<file path="src/rtl/elastic_pe.sv">
// Elastic processing element: NUM_IN buffered valid/ready input channels feeding a
// configurable ALU with accumulate mode, one registered output, serial config chain.
module elastic_pe #(
  parameter int WIDTH      = 32,
  parameter int NUM_IN     = 2,
  parameter int FIFO_DEPTH = 2,
  parameter int SEL_W      = $clog2(NUM_IN + 1),
  parameter int CFG_W      = 12 + 2 * SEL_W
) (
  input  logic                    clk,
  input  logic                    reset,
  input  logic                    config_en,
  input  logic                    config_in,
  output logic                    config_out,
  input  logic [NUM_IN*WIDTH-1:0] in_data,
  input  logic [NUM_IN-1:0]       in_valid,
  output logic [NUM_IN-1:0]       in_ready,
  output logic [WIDTH-1:0]        out_data,
  output logic                    out_valid,
  input  logic                    out_ready
);

  localparam int PTR_W = $clog2(FIFO_DEPTH);
  localparam int SH_W  = $clog2(WIDTH);

  typedef enum logic [3:0] {
    OP_ADD  = 4'd0,
    OP_SUB  = 4'd1,
    OP_MUL  = 4'd2,
    OP_AND  = 4'd3,
    OP_OR   = 4'd4,
    OP_XOR  = 4'd5,
    OP_SHL  = 4'd6,
    OP_SHR  = 4'd7,
    OP_PASS = 4'd8,
    OP_SMIN = 4'd9,
    OP_ACC  = 4'd10
  } op_e;

  // Handshake: a transfer happens on a rising edge where valid and ready are both 1;
  // valid never depends on ready, and in_ready depends only on FIFO occupancy.

  logic [CFG_W-1:0] r_cfg;
  logic [WIDTH-1:0] r_acc;
  logic [7:0]       r_cnt;
  logic [WIDTH-1:0] r_out_data;
  logic             r_out_valid;

  op_e              w_op;
  logic [SEL_W-1:0] w_sel_a;
  logic [SEL_W-1:0] w_sel_b;
  logic [7:0]       w_acc_len;

  assign w_op       = op_e'(r_cfg[3:0]);
  assign w_sel_a    = r_cfg[4 +: SEL_W];
  assign w_sel_b    = r_cfg[4 + SEL_W +: SEL_W];
  assign w_acc_len  = r_cfg[4 + 2*SEL_W +: 8];
  assign config_out = r_cfg[CFG_W-1];

  logic [WIDTH-1:0]  w_head [NUM_IN];
  logic [NUM_IN-1:0] w_empty;
  logic [NUM_IN-1:0] w_full;
  logic [NUM_IN-1:0] w_push;
  logic [NUM_IN-1:0] w_pop;

  for (genvar g = 0; g < NUM_IN; g++) begin : g_fifo
    logic [WIDTH-1:0] r_mem [FIFO_DEPTH];
    logic [PTR_W-1:0] r_wptr;
    logic [PTR_W-1:0] r_rptr;
    logic [PTR_W:0]   r_count;

    assign w_empty[g]  = (r_count == '0);
    assign w_full[g]   = (r_count == (PTR_W+1)'(FIFO_DEPTH));
    // Ready is held low while reset is asserted so nothing is accepted into a clearing FIFO.
    assign in_ready[g] = reset & ~w_full[g];
    assign w_push[g]   = in_valid[g] & in_ready[g];
    assign w_head[g]   = r_mem[r_rptr];

    always_ff @(posedge clk or negedge reset) begin
      if (!reset) begin
        r_wptr  <= '0;
        r_rptr  <= '0;
        r_count <= '0;
        for (int k = 0; k < FIFO_DEPTH; k++) r_mem[k] <= '0;
      end else begin
        if (w_push[g]) begin
          r_mem[r_wptr] <= in_data[g*WIDTH +: WIDTH];
          r_wptr        <= r_wptr + 1'b1;
        end
        if (w_pop[g]) r_rptr <= r_rptr + 1'b1;
        case ({w_push[g], w_pop[g]})
          2'b10:   r_count <= r_count + 1'b1;
          2'b01:   r_count <= r_count - 1'b1;
          default: r_count <= r_count;
        endcase
      end
    end
  end

  // Selects at or beyond NUM_IN read as a constant zero that is always available.
  logic [WIDTH-1:0] w_a;
  logic [WIDTH-1:0] w_b;
  logic             w_a_ok;
  logic             w_b_ok;

  always_comb begin
    w_a    = '0;
    w_b    = '0;
    w_a_ok = 1'b1;
    w_b_ok = 1'b1;
    for (int i = 0; i < NUM_IN; i++) begin
      if (int'(w_sel_a) == i) begin
        w_a    = w_head[i];
        w_a_ok = ~w_empty[i];
      end
      if (int'(w_sel_b) == i) begin
        w_b    = w_head[i];
        w_b_ok = ~w_empty[i];
      end
    end
  end

  logic [WIDTH-1:0] w_result;
  logic [WIDTH-1:0] w_acc_sum;

  always_comb begin
    w_result = '0;
    case (w_op)
      OP_ADD:  w_result = w_a + w_b;
      OP_SUB:  w_result = w_a - w_b;
      OP_MUL:  w_result = w_a * w_b;
      OP_AND:  w_result = w_a & w_b;
      OP_OR:   w_result = w_a | w_b;
      OP_XOR:  w_result = w_a ^ w_b;
      OP_SHL:  w_result = w_a << w_b[SH_W-1:0];
      OP_SHR:  w_result = w_a >> w_b[SH_W-1:0];
      OP_PASS: w_result = w_a;
      OP_SMIN: w_result = ($signed(w_a) < $signed(w_b)) ? w_a : w_b;
      default: w_result = '0;
    endcase
  end

  assign w_acc_sum = r_acc + w_a + w_b;

  logic       w_is_acc;
  logic [7:0] w_acc_last;
  logic       w_acc_final;
  logic       w_need_slot;
  logic       w_slot_free;
  logic       w_fire;
  logic       w_emit;

  // Only beats that produce a result need the output slot; inner ACC beats proceed regardless.
  assign w_is_acc    = (w_op == OP_ACC);
  assign w_acc_last  = (w_acc_len == 8'd0) ? 8'd0 : (w_acc_len - 8'd1);
  assign w_acc_final = (r_cnt == w_acc_last);
  assign w_need_slot = ~w_is_acc | w_acc_final;
  assign w_slot_free = ~r_out_valid | out_ready;
  assign w_fire      = ~config_en & w_a_ok & w_b_ok & (~w_need_slot | w_slot_free);
  assign w_emit      = w_fire & w_need_slot;

  // A channel referenced by both operands is still popped only once.
  always_comb begin
    w_pop = '0;
    for (int i = 0; i < NUM_IN; i++) begin
      w_pop[i] = w_fire & ((int'(w_sel_a) == i) | (int'(w_sel_b) == i));
    end
  end

  always_ff @(posedge clk or negedge reset) begin
    if (!reset) begin
      r_cfg <= '0;
    end else if (config_en) begin
      r_cfg <= {r_cfg[CFG_W-2:0], config_in};
    end
  end

  // Holding acc/cnt clear while shifting leaves them zero on the first cycle after config.
  always_ff @(posedge clk or negedge reset) begin
    if (!reset) begin
      r_acc <= '0;
      r_cnt <= '0;
    end else if (config_en) begin
      r_acc <= '0;
      r_cnt <= '0;
    end else if (w_fire && w_is_acc) begin
      if (w_acc_final) begin
        r_acc <= '0;
        r_cnt <= '0;
      end else begin
        r_acc <= w_acc_sum;
        r_cnt <= r_cnt + 8'd1;
      end
    end
  end

  always_ff @(posedge clk or negedge reset) begin
    if (!reset) begin
      r_out_data  <= '0;
      r_out_valid <= 1'b0;
    end else if (w_emit) begin
      r_out_data  <= w_is_acc ? w_acc_sum : w_result;
      r_out_valid <= 1'b1;
    end else if (r_out_valid && out_ready) begin
      r_out_valid <= 1'b0;
    end
  end

  assign out_data  = r_out_data;
  assign out_valid = r_out_valid;

endmodule

</file>
<file path="config.mk">
export PLATFORM = sky130hd
export DESIGN_NAME = elastic_pe
export DESIGN_NICKNAME = d
export VERILOG_FILES = /design/src/rtl/elastic_pe.sv
export SDC_FILE = /design/constraint.sdc
export NUM_CORES = 2
export LEC_CHECK = 0
export CAP_MARGIN = 20
export CELL_PAD_IN_SITES_DETAIL_PLACEMENT = 1
export CELL_PAD_IN_SITES_GLOBAL_PLACEMENT = 1
export CORE_ASPECT_RATIO = 0.6
export CORE_MARGIN = 2
export CORE_UTILIZATION = 32
export DETAILED_ROUTE_END_ITERATION = 12
export GPL_ROUTABILITY_DRIVEN = 0
export GPL_TIMING_DRIVEN = 0
export MAX_ROUTING_LAYER = met4
export PLACE_DENSITY = 0.57
export SYNTH_ARGS = -nofsm -noshare
export SYNTH_HDL_FRONTEND = slang
export SYNTH_SLANG_ARGS = --single-unit
</file>
<file path="constraint.sdc">
create_clock -name clk -period 12.14 [get_ports clk]
set_input_delay 3.035 -clock clk [delete_from_list [all_inputs] [get_ports clk]]
set_output_delay 3.035 -clock clk [all_outputs]
set_load 0.02 [all_outputs]
</file>
# Word-level counts from Yosys, hierarchy flattened
# Index checks and enable logic that the tools add are counted.
# W data, S select, Z words.
dict set report totals {
  in_bits 71
  wordCells 136
  out_inout_bits 36
  reg_bits 225
}
dict set report op_classes {
  n_shift 2
  reduce_logical 14
  eq_ne 19
  multipliers 1
  n_lt_le_gt_ge 7
  n_bitwise 30
  mux 34
  addsub 14
}
# op count
set op_table {}
lappend op_table {{$mux W32} 17}
lappend op_table {{$pmux W32 S10} 1}
lappend op_table {{$bwmux W64} 2}
lappend op_table {{$add A32 B32 Y32} 3}
lappend op_table {{$demux W32 S1} 2}
lappend op_table {{$and A32 B32 Y32} 1}
lappend op_table {{$lt A32 B32 Y1} 1}
lappend op_table {{$mul A32 B32 Y32} 1}
lappend op_table {{$mux W8} 4}
lappend op_table {{$or A32 B32 Y32} 1}
lappend op_table {{$shl A32 B5 Y32} 1}
lappend op_table {{$shr A32 B5 Y32} 1}
lappend op_table {{$sub A32 B32 Y32} 1}
lappend op_table {{$xor A32 B32 Y32} 1}
lappend op_table {{$eq A4 B3 Y1 const B} 4}
lappend op_table {{$eq A2 B2 Y1 const B} 6}
lappend op_table {{$eq A4 B4 Y1 const B} 3}
lappend op_table {{$and A1 B1 Y1} 10}
lappend op_table {{$add A8 B1 Y8 const B} 1}
lappend op_table {{$eq A4 B2 Y1 const B} 2}
lappend op_table {{$eq A8 B8 Y1} 1}
lappend op_table {{$ge A2 B2 Y1 const B} 4}
lappend op_table {{$logic_not A2 Y1} 4}
lappend op_table {{$logic_not A8 Y1} 1}
lappend op_table {{other kinds (15)} 48}

# Logic depth before layout (Yosys ltp)
dict set report depth {
  word_depth 11
  mapped_depth 39
  mapped_depth_nobuf 32
}

# Least setup slack after synthesis
# Ideal clock, no wire load.
dict set report synth_path {
  kind {reg2reg}
  startpoint {reg g_fifo[0].r_rptr}
  endpoint {reg r_out_data[31], in the netlist out_data[31]}
  stages_incl_launch_ff 36
  setup_time_ns 0.126
  n_path_buf 10
  synth_period_minus_slack_ns 9.145
  required_time_ns 12.014
  arrival_time_ns 9.019
  path_slack_ns 2.995
  cell_sequence {dfrtp_1 buf_6 buf_12 buf_12 mux2_4 a22oi_4 buf_2 buf_2 buf_1 clkbuf_1 buf_2 buf_2 nor2_1 fa_1 fa_1 fa_1 inv_1 fa_1 inv_1 fa_1 fa_1 fa_1 fa_1 ha_1 clkbuf_1 nand3_1 nor4_1 nor3b_1 a31o_2 o221ai_1 a21oi_1 a21o_1 a21oi_1 xnor2_1 nor2_1 o32a_1}
}
dict set report synth_via {
  elab_chain_len 10
  word_cells_on_any_way 22
  cone_classes {4 x add/sub; 1 x mul; 1 x order compare; 2 x shift; 10 x mux; 4 x bitwise}
}
# item line_no
set synth_lines {}
lappend synth_lines {{start: declaration} 69} ;# logic [PTR_W-1:0] r_rptr;
lappend synth_lines {{start signal: assignment} 90} ;# if (w_pop[g]) r_rptr <= r_rptr + 1'b1;
lappend synth_lines {{$not A1 Y2 (implied by the code) *} 77} ;# assign w_head[g] = r_mem[r_rptr];
lappend synth_lines {{$mux W32 (implied by the code) * (3 in series)} 77}
lappend synth_lines {{branches (longest 5 deep; another with $mul A32 B32 Y32)} --}
lappend synth_lines {{$mux W32 *} 202} ;# r_out_data <= w_is_acc ? w_acc_sum : w_result;
lappend synth_lines {{end signal: assignment} 202}
lappend synth_lines {{end: declaration} 46} ;# logic [WIDTH-1:0] r_out_data;
# Mark *: on every way between the ends. The select of a mux whose other input is x is not followed.
# A chain may end at the register's enable or synchronous reset.

# Worst setup path in the final report
# Ends and elaborated chain as after synthesis.

==> summary.md <==
| Metric | Value |
|---|---|
| Clock buffer depth | `3` |
| Largest net degree at the start of global routing | `115` |
| Number of setup violations in the final report | `0` |
| FF+latch count, synth | `225` |
| Die Area | `116000 µm²` |
| Area share of the largest cell type after synthesis | `0.243` |
| Outcome | `completed` |
| CTS tree | `yes` |
| Net count after synthesis | `4913` |
| WL final | `209000 µm` |
| Io pins | `107` |
| Relative slew slack | `0.108` |
| Remaining DRCs | `0` |
| Max stage delay on crit path | `0.61 ns` |
| Predominant post-synthesis flop cell | `dfrtp_1` |
| Row count | `95` |
| Post-route ant nets | `0` |
| Unrepaired setup endpoints after global routing | `false` |
| Most used cell, CP | `fa_1` |
| FFs w/ async S/R, synth | `1.00` |
| Setup slack after layout | `0.208 ns` |
| Unique masters post-synth | `103` |
| Detail-routed net length per standard cell | `35.6 µm` |
| Path type of the worst min-delay path | `flop to flop` |
| CP endpoint kind | `flop` |
| Design area | `41100 µm²` |
| # H-tree levels | `1` |
| Effective utilization at floorplan | `0.324` |
| Worst Tran Pin Value | `1.34 ns` |
| Crit path time final | `11.93 ns` |
| Vert. Die Dim | `265 µm` |
| Pre-Repair DR Iteration Count | `9` |
| Syn Std Cell Area | `36400 µm²` |
| Critical path fanouts, max | `19` |
| Post-DR vias/cell | `6.09` |
| Final Hold Fails | `0` |
| Max-cap violations | `0` |
| Post-DP HPWL | `171000 µm` |
| First-pass GRT wire length | `288000 µm` |
| Max Slew Vio Count | `0` |
| Number of global-route vias before repair | `35.1k` |
| Vias | `35.7k` |
| Min Hold Slack | `0.503 ns` |
| Placed Area | `40200 µm²` |
| WP data arrival | `12.39 ns` |
| Syn. warnings | `0` |
| Port bufs | `106` |
| Root buffer cell | `clkbuf_16` |
| Largest cells by area after synthesis | `fa_1 (24%), dfrtp_1 (15%), ha_1 (8.7%)` |
| Final worst path period share | `0.983` |
| Startpoint Class | `flop` |
| Post-layout util | `0.366` |
| Initial antenna violation count | `15` |
| Clock latency on the worst-skew pair | `0.58 ns` |
| Mapped Cells | `4146` |
| Clk slew on worst S/H paths | `0.07 ns` |
| Setup Buffers After CTS | `0` |
| Total CTS buffers | `22` |
| Crit Path Category | `flop to flop` |
| Core Box Area | `112000 µm²` |
| Number of synthesized flops with an enable pin | `0` |
| Biggest area consumer among synthesized cells | `fa_1` |
| Nets@finish | `5101` |
| Share of layout cells above drive strength 1 | `0.101` |
| Register area share after synthesis | `0.155` |
| Clk sinks | `225` |
| DR iter-0 viols | `5359` |
| Worst EP required | `12.60 ns` |
| Slowest CP cell | `fa_1` |
| Die span in x | `439 µm` |
| Fmax achieved | `0.0838 GHz` |
| Final Skew | `0.0207 ns` |
| GR Overflow Total | `0` |
| Mapped Avg Cell Area | `8.77 µm²` |
| Area grow syn2layout | `13.0%` |
| Overall Global Routing Usage | `0.365` |
| Dpl ws | `0.0725 ns` |
[per-stage QoR]
stage | TNS (ns) | cells
after detailed placement | 0 | 5804
after floorplan | 0 | 4146
after global routing | 0 | 5862
after CTS | 0 | 5843
final | 0 | 5867
after global placement | -795.37 | 5755
[worst max-delay path, delay by kind of cell (launching register included)]
family                   cells  cell delay (ns)
AND/OR/NAND/NOR              5             1.32
buffers and inverters       10             2.65
multiplexers                 1             0.32
XOR/XNOR                     1             0.42
flip-flops                   1             0.34
AO/OA/AOI/OAI                7             2.10
adder cells (fa/ha/maj)      9             4.62
[logic make-up after synthesis]
kind of cell	synth area share
mux	0.0928
buf+inv	0.0851
compound gates	0.170
simple gates	0.132
fa+ha+maj	0.331
flops	0.155
xor+xnor	0.0350
[flip-flops by register name (all words and copies together) (netlist names)]
signal and count:
g_fifo.r_rptr 2, out_data 32, r_acc 32, g_fifo.r_mem 128, r_cnt 8, g_fifo.r_count 4
g_fifo.r_wptr 2, out_valid 1, r_cfg 16
[final cells by class]
type	instances	area, µm²
Antenna cell	15	37.5
Buffer	256	1190
Clock buffer	34	656
Clock inverter	5	63.8
Fill cell	13200	71200
Inverter	509	1910
Multi-Input combinational cell	3154	27700
Sequential cell	225	5630
Tap cell	1503	1880
Timing Repair Buffer	166	1960
[timing repair]
action                     in CTS  in global routing
setup endpoints to repair       0                  4
hold endpoints to repair        0                  0
hold buffers                    0                  0
resized for setup               0                  4
[cell usage after synthesis (64+ instances only)]
library cell	n
ha_1	254
nand2_1	353
a21oi_1	187
a211oi_1	64
mux2i_1	135
nor2_1	564
o21ai_0	142
dfrtp_1	225
xnor2_1	99
clkbuf_1	152
mux2_2	167
fa_1	442
inv_1	478
[cell usage in the layout (no fill, tap or decap), types with 38 or more instances in the layout]
| cell type | n |
|---|---|
| ha_1 | 254 |
| a21oi_1 | 187 |
| a211oi_1 | 64 |
| mux2i_1 | 135 |
| nor3_1 | 49 |
| o21ai_0 | 142 |
| a21o_1 | 52 |
| clkbuf_1 | 147 |
| buf_2 | 55 |
| dfrtp_1 | 225 |
| fa_1 | 442 |
| mux2_2 | 167 |
| buf_8 | 38 |
| clkdlybuf4s50_1 | 105 |
| nand2_1 | 353 |
| nor2_1 | 563 |
| xnor2_1 | 98 |
| inv_1 | 478 |
| nand3_1 | 41 |
[final timing paths]
check	endpoint	slack, ns	depth (start not counted)	startpoint
max in group asynchronous	g_fifo[0].r_mem[5]	8.42	3	reset
max	out_data[31]	0.21	33	g_fifo[0].r_rptr
max reg2reg	out_data[31]	0.21	33	g_fifo[0].r_rptr
min	g_fifo[0].r_mem[23]	0.50	1	g_fifo[0].r_mem[23]
min reg2reg	g_fifo[0].r_mem[23]	0.50	1	g_fifo[0].r_mem[23]
min in group asynchronous	r_acc[7]	2.29	1	reset
[routing by layer]
metal	vias up	global-route usage	wire, µm
met5	-	-	0
met4	0	0.108	7870
met3	462	0.195	35500
met2	2585	0.419	71900
met1	18300	0.524	93600
li1	14300	-	-
Power is not shown: default switching activity piles up to over one toggle a cycle in this logic, so the estimate is an artifact.
